`config.mk`:
```
export PLATFORM = sky130hd
export DESIGN_NAME = wave_pwm_multi_flat
export DESIGN_NICKNAME = d
export VERILOG_FILES = /design/src/rtl/wave_pwm_multi_if.sv /design/src/rtl/wave_pwm_multi.sv /design/src/flat_wrapper.sv
export SDC_FILE = /design/constraint.sdc
export NUM_CORES = 2
export LEC_CHECK = 0
export ABC_AREA = 1
export ABC_CLOCK_PERIOD_IN_PS = 66100
export BUFFER_PORTS_ARGS = -buffer_cell sky130_fd_sc_hd__buf_2
export CAP_MARGIN = 25
export CORE_MARGIN = 2
export CORE_UTILIZATION = 65
export CTS_BUF_LIST = sky130_fd_sc_hd__clkbuf_8
export DETAILED_ROUTE_END_ITERATION = 8
export PLACE_DENSITY = 0.82
export SYNTH_ARGS = -nofsm -noshare
export SYNTH_HDL_FRONTEND = slang
export SYNTH_SLANG_ARGS = --single-unit
export TNS_END_PERCENT = 50
```
`constraint.sdc`:
```
create_clock -name clk -period 66.1 [get_ports clk]
set_input_delay 13.22 -clock clk [delete_from_list [all_inputs] [get_ports clk]]
set_output_delay 13.22 -clock clk [all_outputs]
set_load 0.005 [all_outputs]
```
`src/rtl/wave_pwm_multi_if.sv`:
```
// Config register bus into wave_pwm_multi: one write per cycle to one channel field.
interface wave_pwm_multi_if #(
  parameter int CW    = 2,
  parameter int ABITS = 24
);
  logic             cfg_we;
  logic [CW-1:0]    cfg_ch;
  logic [1:0]       cfg_sel;
  logic [ABITS-1:0] cfg_wdata;

  modport master (output cfg_we, cfg_ch, cfg_sel, cfg_wdata);
  modport slave  (input  cfg_we, cfg_ch, cfg_sel, cfg_wdata);
endinterface

```
`src/rtl/wave_pwm_multi.sv`:
```
// Multi-channel NCO-driven PWM generator with a shared frame counter and one shift-add duty engine.
// Optional WAVE_PWM_PHASE_SYNC_EN adds phase_sync, which clears all phases and the frame counter.
module wave_pwm_multi #(
  parameter  int CHANNELS = 4,
  parameter  int DBITS    = 16,
  parameter  int QBITS    = 8,
  parameter  int ABITS    = 24,
  localparam int CW       = (CHANNELS > 1) ? $clog2(CHANNELS) : 1,
  localparam int OW       = $clog2(DBITS)
) (
  input  logic                clk,
  input  logic                rst,
  input  logic                enable,
  input  logic [OW-1:0]       div_sel,
  wave_pwm_multi_if.slave     cfg,
  input  logic                overrun_clr,
`ifdef WAVE_PWM_PHASE_SYNC_EN
  input  logic                phase_sync,
`endif
  output logic [CHANNELS-1:0] pwm_out,
  output logic                frame_tick,
  output logic                busy,
  output logic                overrun
);
  typedef enum logic [1:0] {IDLE, FETCH, MULT, STORE} state_t;

  logic [CHANNELS-1:0][ABITS-1:0] tune_q, off_q, acc_q;
  logic [CHANNELS-1:0][DBITS-1:0] amp_q, duty_sh_q, duty_act_q;
  logic [CHANNELS-1:0]            mode_q, pwm_q;
  logic [DBITS-1:0]               cnt_q;
  logic [DBITS:0]                 step, sum;
  logic                           tick_q, adv, sync;
  state_t                         st_q;
  logic [CW-1:0]                  ch_q;
  logic [OW-1:0]                  bit_q;
  logic [DBITS-1:0]               mplier_q;
  logic [2*DBITS-1:0]             mcand_q, prod_q;
  logic                           busy_q, ovr_q, pend_q;
  logic [QBITS-1:0]               taddr;
  logic [DBITS-1:0]               sample;

`ifdef WAVE_PWM_PHASE_SYNC_EN
  assign sync = enable & phase_sync;
`else
  assign sync = 1'b0;
`endif

  // Cos/sin wave table: unsigned offset-binary samples, folded to constants at elaboration.
  localparam int  TN = 1 << QBITS;
  localparam real PI = 3.14159265358979323846;
  localparam real FS = real'((1 << DBITS) - 1);
  logic [DBITS-1:0] cos_rom [TN];
  logic [DBITS-1:0] sin_rom [TN];
  for (genvar k = 0; k < TN; k++) begin : g_tbl
    localparam real ANG = 2.0 * PI * k / TN;
    assign cos_rom[k] = DBITS'($rtoi(FS * (1.0 + $cos(ANG)) / 2.0 + 0.5));
    assign sin_rom[k] = DBITS'($rtoi(FS * (1.0 + $sin(ANG)) / 2.0 + 0.5));
  end

  assign taddr  = QBITS'((acc_q[ch_q] + off_q[ch_q]) >> (ABITS - QBITS));
  assign sample = mode_q[ch_q] ? sin_rom[taddr] : cos_rom[taddr];

  assign step = (DBITS+1)'(1) << div_sel;
  assign sum  = {1'b0, cnt_q} + step;
  assign adv  = enable & tick_q;

  always_ff @(posedge clk or posedge rst) begin
    if (rst) begin
      tune_q <= '0;
      off_q  <= '0;
      amp_q  <= '0;
      mode_q <= '0;
    end else if (cfg.cfg_we && (32'(cfg.cfg_ch) < CHANNELS)) begin
      case (cfg.cfg_sel)
        2'd0: tune_q[cfg.cfg_ch] <= cfg.cfg_wdata;
        2'd1: amp_q[cfg.cfg_ch]  <= cfg.cfg_wdata[DBITS-1:0];
        2'd2: off_q[cfg.cfg_ch]  <= cfg.cfg_wdata;
        2'd3: mode_q[cfg.cfg_ch] <= cfg.cfg_wdata[0];
      endcase
    end
  end

  // Tick is raised the cycle after the carry, so the frame restarts from cnt 0.
  always_ff @(posedge clk or posedge rst) begin
    if (rst) begin
      cnt_q  <= '0;
      tick_q <= 1'b0;
    end else if (enable) begin
      cnt_q  <= sync ? '0 : sum[DBITS-1:0];
      tick_q <= sum[DBITS] & ~sync;
    end else begin
      tick_q <= 1'b0;
    end
  end

  always_ff @(posedge clk or posedge rst) begin
    if (rst) begin
      acc_q      <= '0;
      duty_act_q <= '0;
      pwm_q      <= '0;
    end else begin
      if (sync) begin
        acc_q <= '0;
      end else if (adv) begin
        for (int c = 0; c < CHANNELS; c++) acc_q[c] <= acc_q[c] + tune_q[c];
        duty_act_q <= duty_sh_q;
      end
      for (int c = 0; c < CHANNELS; c++) pwm_q[c] <= enable && (cnt_q < duty_act_q[c]);
    end
  end

  // Duty engine; a tick while still busy restarts at channel 0 and flags overrun.
  always_ff @(posedge clk or posedge rst) begin
    if (rst) begin
      st_q      <= IDLE;
      ch_q      <= '0;
      bit_q     <= '0;
      mplier_q  <= '0;
      mcand_q   <= '0;
      prod_q    <= '0;
      duty_sh_q <= '0;
      busy_q    <= 1'b0;
      ovr_q     <= 1'b0;
      pend_q    <= 1'b0;
    end else begin
      if (overrun_clr) ovr_q <= 1'b0;
      if (enable) begin
        pend_q <= sync;
        if (sync) begin
          st_q   <= IDLE;
          busy_q <= 1'b0;
        end else if (adv || pend_q) begin
          if (adv && st_q != IDLE) ovr_q <= 1'b1;
          st_q   <= FETCH;
          ch_q   <= '0;
          busy_q <= 1'b1;
        end else begin
          case (st_q)
            FETCH: begin
              mcand_q  <= {{DBITS{1'b0}}, sample};
              mplier_q <= amp_q[ch_q];
              prod_q   <= '0;
              bit_q    <= '0;
              st_q     <= MULT;
            end
            MULT: begin
              if (mplier_q[0]) prod_q <= prod_q + mcand_q;
              mcand_q  <= mcand_q << 1;
              mplier_q <= mplier_q >> 1;
              bit_q    <= bit_q + 1'b1;
              if (bit_q == OW'(DBITS-1)) st_q <= STORE;
            end
            STORE: begin
              duty_sh_q[ch_q] <= prod_q[2*DBITS-1:DBITS];
              if (32'(ch_q) == CHANNELS-1) begin
                st_q   <= IDLE;
                busy_q <= 1'b0;
              end else begin
                ch_q <= ch_q + 1'b1;
                st_q <= FETCH;
              end
            end
            default: st_q <= IDLE;
          endcase
        end
      end
    end
  end

  assign pwm_out    = pwm_q;
  assign frame_tick = tick_q;
  assign busy       = busy_q;
  assign overrun    = ovr_q;
endmodule

```
`src/flat_wrapper.sv`:
```
// flat-port wrapper written by rule: the top's interface ports become plain ports
module wave_pwm_multi_flat 
#(
  parameter  int CHANNELS = 4,
  parameter  int DBITS    = 16,
  parameter  int QBITS    = 8,
  parameter  int ABITS    = 24,
  localparam int CW       = (CHANNELS > 1) ? $clog2(CHANNELS) : 1,
  localparam int OW       = $clog2(DBITS)
)
  (clk, rst, enable, div_sel, overrun_clr, pwm_out, frame_tick, busy, overrun, cfg_cfg_we, cfg_cfg_ch, cfg_cfg_sel, cfg_cfg_wdata);
  wave_pwm_multi_if #(.CW(2), .ABITS(ABITS)) cfg_i ();
  input  logic clk;
  input  logic rst;
  input  logic enable;
  input  logic [OW-1:0] div_sel;
  input  logic overrun_clr;
  output logic [CHANNELS-1:0] pwm_out;
  output logic frame_tick;
  output logic busy;
  output logic overrun;
  input wire logic [$bits(cfg_i.cfg_we)-1:0] cfg_cfg_we;
  input wire logic [$bits(cfg_i.cfg_ch)-1:0] cfg_cfg_ch;
  input wire logic [$bits(cfg_i.cfg_sel)-1:0] cfg_cfg_sel;
  input wire logic [$bits(cfg_i.cfg_wdata)-1:0] cfg_cfg_wdata;
  assign cfg_i.cfg_we = cfg_cfg_we;
  assign cfg_i.cfg_ch = cfg_cfg_ch;
  assign cfg_i.cfg_sel = cfg_cfg_sel;
  assign cfg_i.cfg_wdata = cfg_cfg_wdata;
  wave_pwm_multi #(.CHANNELS(CHANNELS), .DBITS(DBITS), .QBITS(QBITS), .ABITS(ABITS)) u_core (.clk(clk), .rst(rst), .enable(enable), .div_sel(div_sel), .cfg(cfg_i), .overrun_clr(overrun_clr), .pwm_out(pwm_out), .frame_tick(frame_tick), .busy(busy), .overrun(overrun));
endmodule
```
==> impl_metrics.py <==
metrics = {
    "synthesis": {
        "yosysSeqAreaShare": 0.4058,
        "ys.warnings.count": 0,
        "yosys.area_share.simple": 0.2292,
        "avgSynthCellArea_um2": 7.439,
        "synthFlopType": "dfrtp_1",
        "yosys.area_share.xor_xnor": 0.008115,
        "synth_edf_count": 0,
        "synth_fa_ha_area_frac": 0.08511,
        "postSynthCellCount": 4933,
        "yosysUniqueCellTypes": 53,
        "synth_compound_area_frac": 0.2004,
        "synthMuxAreaShare": 0.0002728,
        "synth-seq-cells": 595,
        "syn_area_um2": 36700,
        "syn_nets": 5216,
        "synthArstFlopShare": 1.000,
        "synth_top_family_by_area": "simple AND/OR/NAND/NOR gates",
    },
    "routing": {
        "dr.pass1.iters": 9,
        "num_vias": 35990,
        "antenna_left": 0,
        "via_per_inst": 6.297,
        "post_drt_wl_per_cell_um": 21.27,
        "drt_iter0_drc": 4370,
        "wl_um": 121600,
        "drc": 0,
    },
    "setup_path": {
        "reg2reg_to": "u_core.mcand_q[3]$_DFFE_PP0P_",
        "r2r_cells": 25,
        "critPathSlowestCell": "clkinv_1",
        "slowest_delay_ns": 0.71,
        "crit_type": "input pin to register",
        "r2r_start": "u_core.ch_q[0]$_DFFE_PP0P_",
        "arrival_ns": 16.18,
        "critPathBufInv": 4,
        "worstPathCellList": "buf_2 -> nand2_2 -> buf_4 -> nand3_1 -> buf_4 -> nor2_1 -> nand2_1 -> clkinv_1 -> a32o_1",
        "critPathMaxFanout": 68,
        "end_kind": "register",
        "cp.required_ns": 66.69,
        "cp_top_family": "buffers and inverters",
        "r2r_slack_ns": 58.73,
        "cpMostUsedCell": "buf_4",
        "start_kind": "input pin",
    },
    "finish": {
        "finalNetCount": 5168,
        "final-seq-area_um2": 14890,
        "fillers": 4452,
        "drive_gt1_frac": 0.06295,
        "area_delta_synth_final_pct": 7.733,
        "multi_input_area_um2": 19230,
    },
    "place": {
        "dpl.hpwl_um": 84110,
        "gp_congestion": 1.074,
        "io_buffers": 43,
    },
    "die": {
        "die_area_um2": 58370,
        "io_pins": 44,
        "rows": 87,
        "die_y_um": 241.6,
        "start_util": 0.6546,
        "core_area_um2": 56060,
        "fp.dieW_um": 241.6,
    },
    "sta": {
        "clock.fmax_mhz": 64.13,
        "drv_slew": 0,
        "fin_crit_ns": 15.59,
        "skew_ns": 0.05644,
        "final-setup-viol-count": 0,
        "fin_crit_sh": 0.2359,
        "rsz0062_at_grt": "false",
        "hold_viol_final": 0,
        "relSlewSlack": 0.2931,
        "worst_slew_pin_slew_ns": 1.058,
        "finalSetupTns_ns": 0,
    },
    "global_route": {
        "grtUsageTotal": 0.4107,
        "grt_pass1_vias": 34180,
        "antenna_found_initial": 4,
        "grt_pass1_wl_um": 189100,
        "overflow": 0,
        "grt_max_degree": 153,
    },
    "clocking": {
        "clk_path_buf_depth": 3,
        "cts-root-buf": "clkbuf_8",
        "clkLatencyLatePin_ns": 0.76,
        "clock-sinks": 595,
        "htreeDepth": 3,
        "path_clk_slew_ns": 0.06,
        "cts_resized": 0,
        "cts_tree": "yes",
        "cts_buffers": 98,
        "cts-hold-fix-buffers": 0,
        "post_cts_buffers": 0,
    },
    "worst_hold_path": {
        "hold_path_depth": 2,
        "hp-start": "u_core.duty_sh_q[38]$_DFFE_PP0P_",
        "hp-class": "register to register",
        "hold_path_end": "u_core.duty_act_q[38]$_DFFE_PP0P_",
    },
    "run_status": {
        "status": "finished clean",
    },
    "run": {
        "cap_violations": 0,
    },
}
layout make-up:
type,count,area share
Inverter,438,0.04203
Clock inverter,53,0.01136
Sequential cell,595,0.3767
Multi-Input combinational cell,3664,0.4865
Antenna cell,4,0.0002532
Timing Repair Buffer,88,0.01817
Clock buffer,118,0.04108
Tap cell,756,0.02393
cell usage in the layout, fill, tap and decap left out, types with 6 or more instances in the layout:
master | netlist | final
a21oi_1 | 375 | 375
nand2_2 | 10 | 11
buf_4 | 4 | 35
nand3_1 | 263 | 261
o31ai_1 | 15 | 15
a32o_1 | 17 | 17
buf_16 | 0 | 6
buf_2 | 26 | 43
fa_1 | 6 | 6
o221ai_1 | 19 | 19
nor3_1 | 29 | 28
o22ai_1 | 88 | 88
a21o_1 | 19 | 19
clkbuf_8 | 0 | 118
nand2_1 | 1224 | 1223
o21bai_1 | 15 | 15
nor2_1 | 402 | 399
nand4_1 | 39 | 39
inv_1 | 430 | 463
nor4_1 | 12 | 12
o211ai_1 | 29 | 29
ha_1 | 240 | 240
a31oi_1 | 66 | 66
o21ai_0 | 637 | 636
or2_2 | 52 | 52
o21ai_1 | 6 | 7
o21a_1 | 13 | 13
dfrtp_1 | 595 | 594
xnor2_1 | 9 | 9
nor2_2 | 7 | 8
bufinv_16 | 0 | 7
xor2_1 | 25 | 25
worst min-delay path, cell delays in order, from the launching register on:
cell and delay, ns:
dfrtp_1 0.33, nand2_1 0.05, o21ai_0 0.06
per-layer routing:
layer	wire (um)	global-route usage	vias up
li1	-	-	16540
met1	47670	0.5388	17140
met2	54520	0.6320	1895
met3	11980	0.08979	417
met4	7405	0.2371	0
met5	0	0	-
Yosys cell counts (all sizes together), types with 2 or more instances:
| master | instances | area (um^2) |
|---|---|---|
| nand3b | 3 | 22.52 |
| o22ai | 88 | 550.5 |
| a21o | 19 | 142.6 |
| a211o | 4 | 35.03 |
| or2 | 52 | 325.3 |
| fa | 6 | 120.1 |
| clkinv | 3 | 11.26 |
| o21a | 13 | 97.59 |
| nand2 | 1234 | 4657 |
| a21boi | 8 | 60.06 |
| xor2 | 25 | 219.0 |
| o31ai | 15 | 112.6 |
| nor4 | 12 | 75.07 |
| nand4 | 39 | 244.0 |
| a21oi | 376 | 1886 |
| a32o | 17 | 170.2 |
| dfrtp | 595 | 14890 |
| a22oi | 4 | 30.03 |
| o221ai | 19 | 166.4 |
| nor3 | 29 | 145.1 |
| a221oi | 4 | 35.03 |
| nor3b | 2 | 15.01 |
| a31oi | 66 | 412.9 |
| o211ai | 29 | 217.7 |
| ha | 240 | 3003 |
| inv | 435 | 1635 |
| buf | 49 | 261.5 |
| a22o | 4 | 35.03 |
| o21ai | 643 | 3218 |
| xnor2 | 9 | 78.83 |
| clkbuf | 187 | 701.9 |
| a211oi | 5 | 37.54 |
| nand3 | 264 | 1326 |
| and2 | 4 | 25.02 |
| nor2 | 411 | 1575 |
| o21bai | 15 | 112.6 |
per-stage QoR:
stage	utilization	cell area, um^2	worst slack [ns]	std cells	hold WS [ns]
floorplan	-	36700	36.23	4933	0.4335
global placement	0.6638	37210	50.00	5530	0.4572
detailed placement	0.6647	37260	49.88	5532	0.4645
CTS	0.7017	39340	50.59	5703	0.4665
global route	0.7051	39530	50.29	5714	0.4918
finish	0.7052	39530	50.51	5716	0.4621
how the worst max path moves through the flow:
stage,from,slack (ns),cells after the start,endpoint
after CTS,enable,50.59,10,u_core.prod_q[14]$_DFFE_PP0P_
after global placement,rst,50.00,4,u_core.acc_q[37]$_DFFE_PP0P_
after floorplan,rst,36.23,1,u_core.acc_q[0]$_DFFE_PP0P_
after detailed placement,enable,49.88,10,u_core.prod_q[14]$_DFFE_PP0P_
after global routing,div_sel[0],50.29,20,u_core.frame_tick$_DFF_PP0_
final,enable,50.51,9,u_core.prod_q[7]$_DFFE_PP0P_
registers in the layout, summed over array words and instances, names as in the netlist:
name               count
u_core.acc_q          96
u_core.amp_q          64
u_core.bit_q           4
u_core.busy            1
u_core.ch_q            2
u_core.cnt_q          16
u_core.duty_act_q     64
u_core.duty_sh_q      64
u_core.frame_tick      1
u_core.mcand_q        32
u_core.mode_q          4
u_core.mplier_q       16
u_core.off_q          96
u_core.overrun         1
u_core.prod_q         32
u_core.pwm_out         4
u_core.st_q            2
u_core.tune_q         96
kinds of logic (layout without fill, tap and decap cells):
kind of cell / Yosys count / after routing
AO/OA/AOI/OAI: 1333 / 1333
buffers and inverters: 674 / 697
adder cells (fa/ha/maj): 246 / 246
other: 0 / 4
AND/OR/NAND/NOR: 2050 / 2050
XOR/XNOR: 34 / 34
flip-flops: 595 / 595
multiplexers: 1 / 1
Power is not shown: default switching activity piles up to over one toggle a cycle in this logic, so the estimate is an artifact.
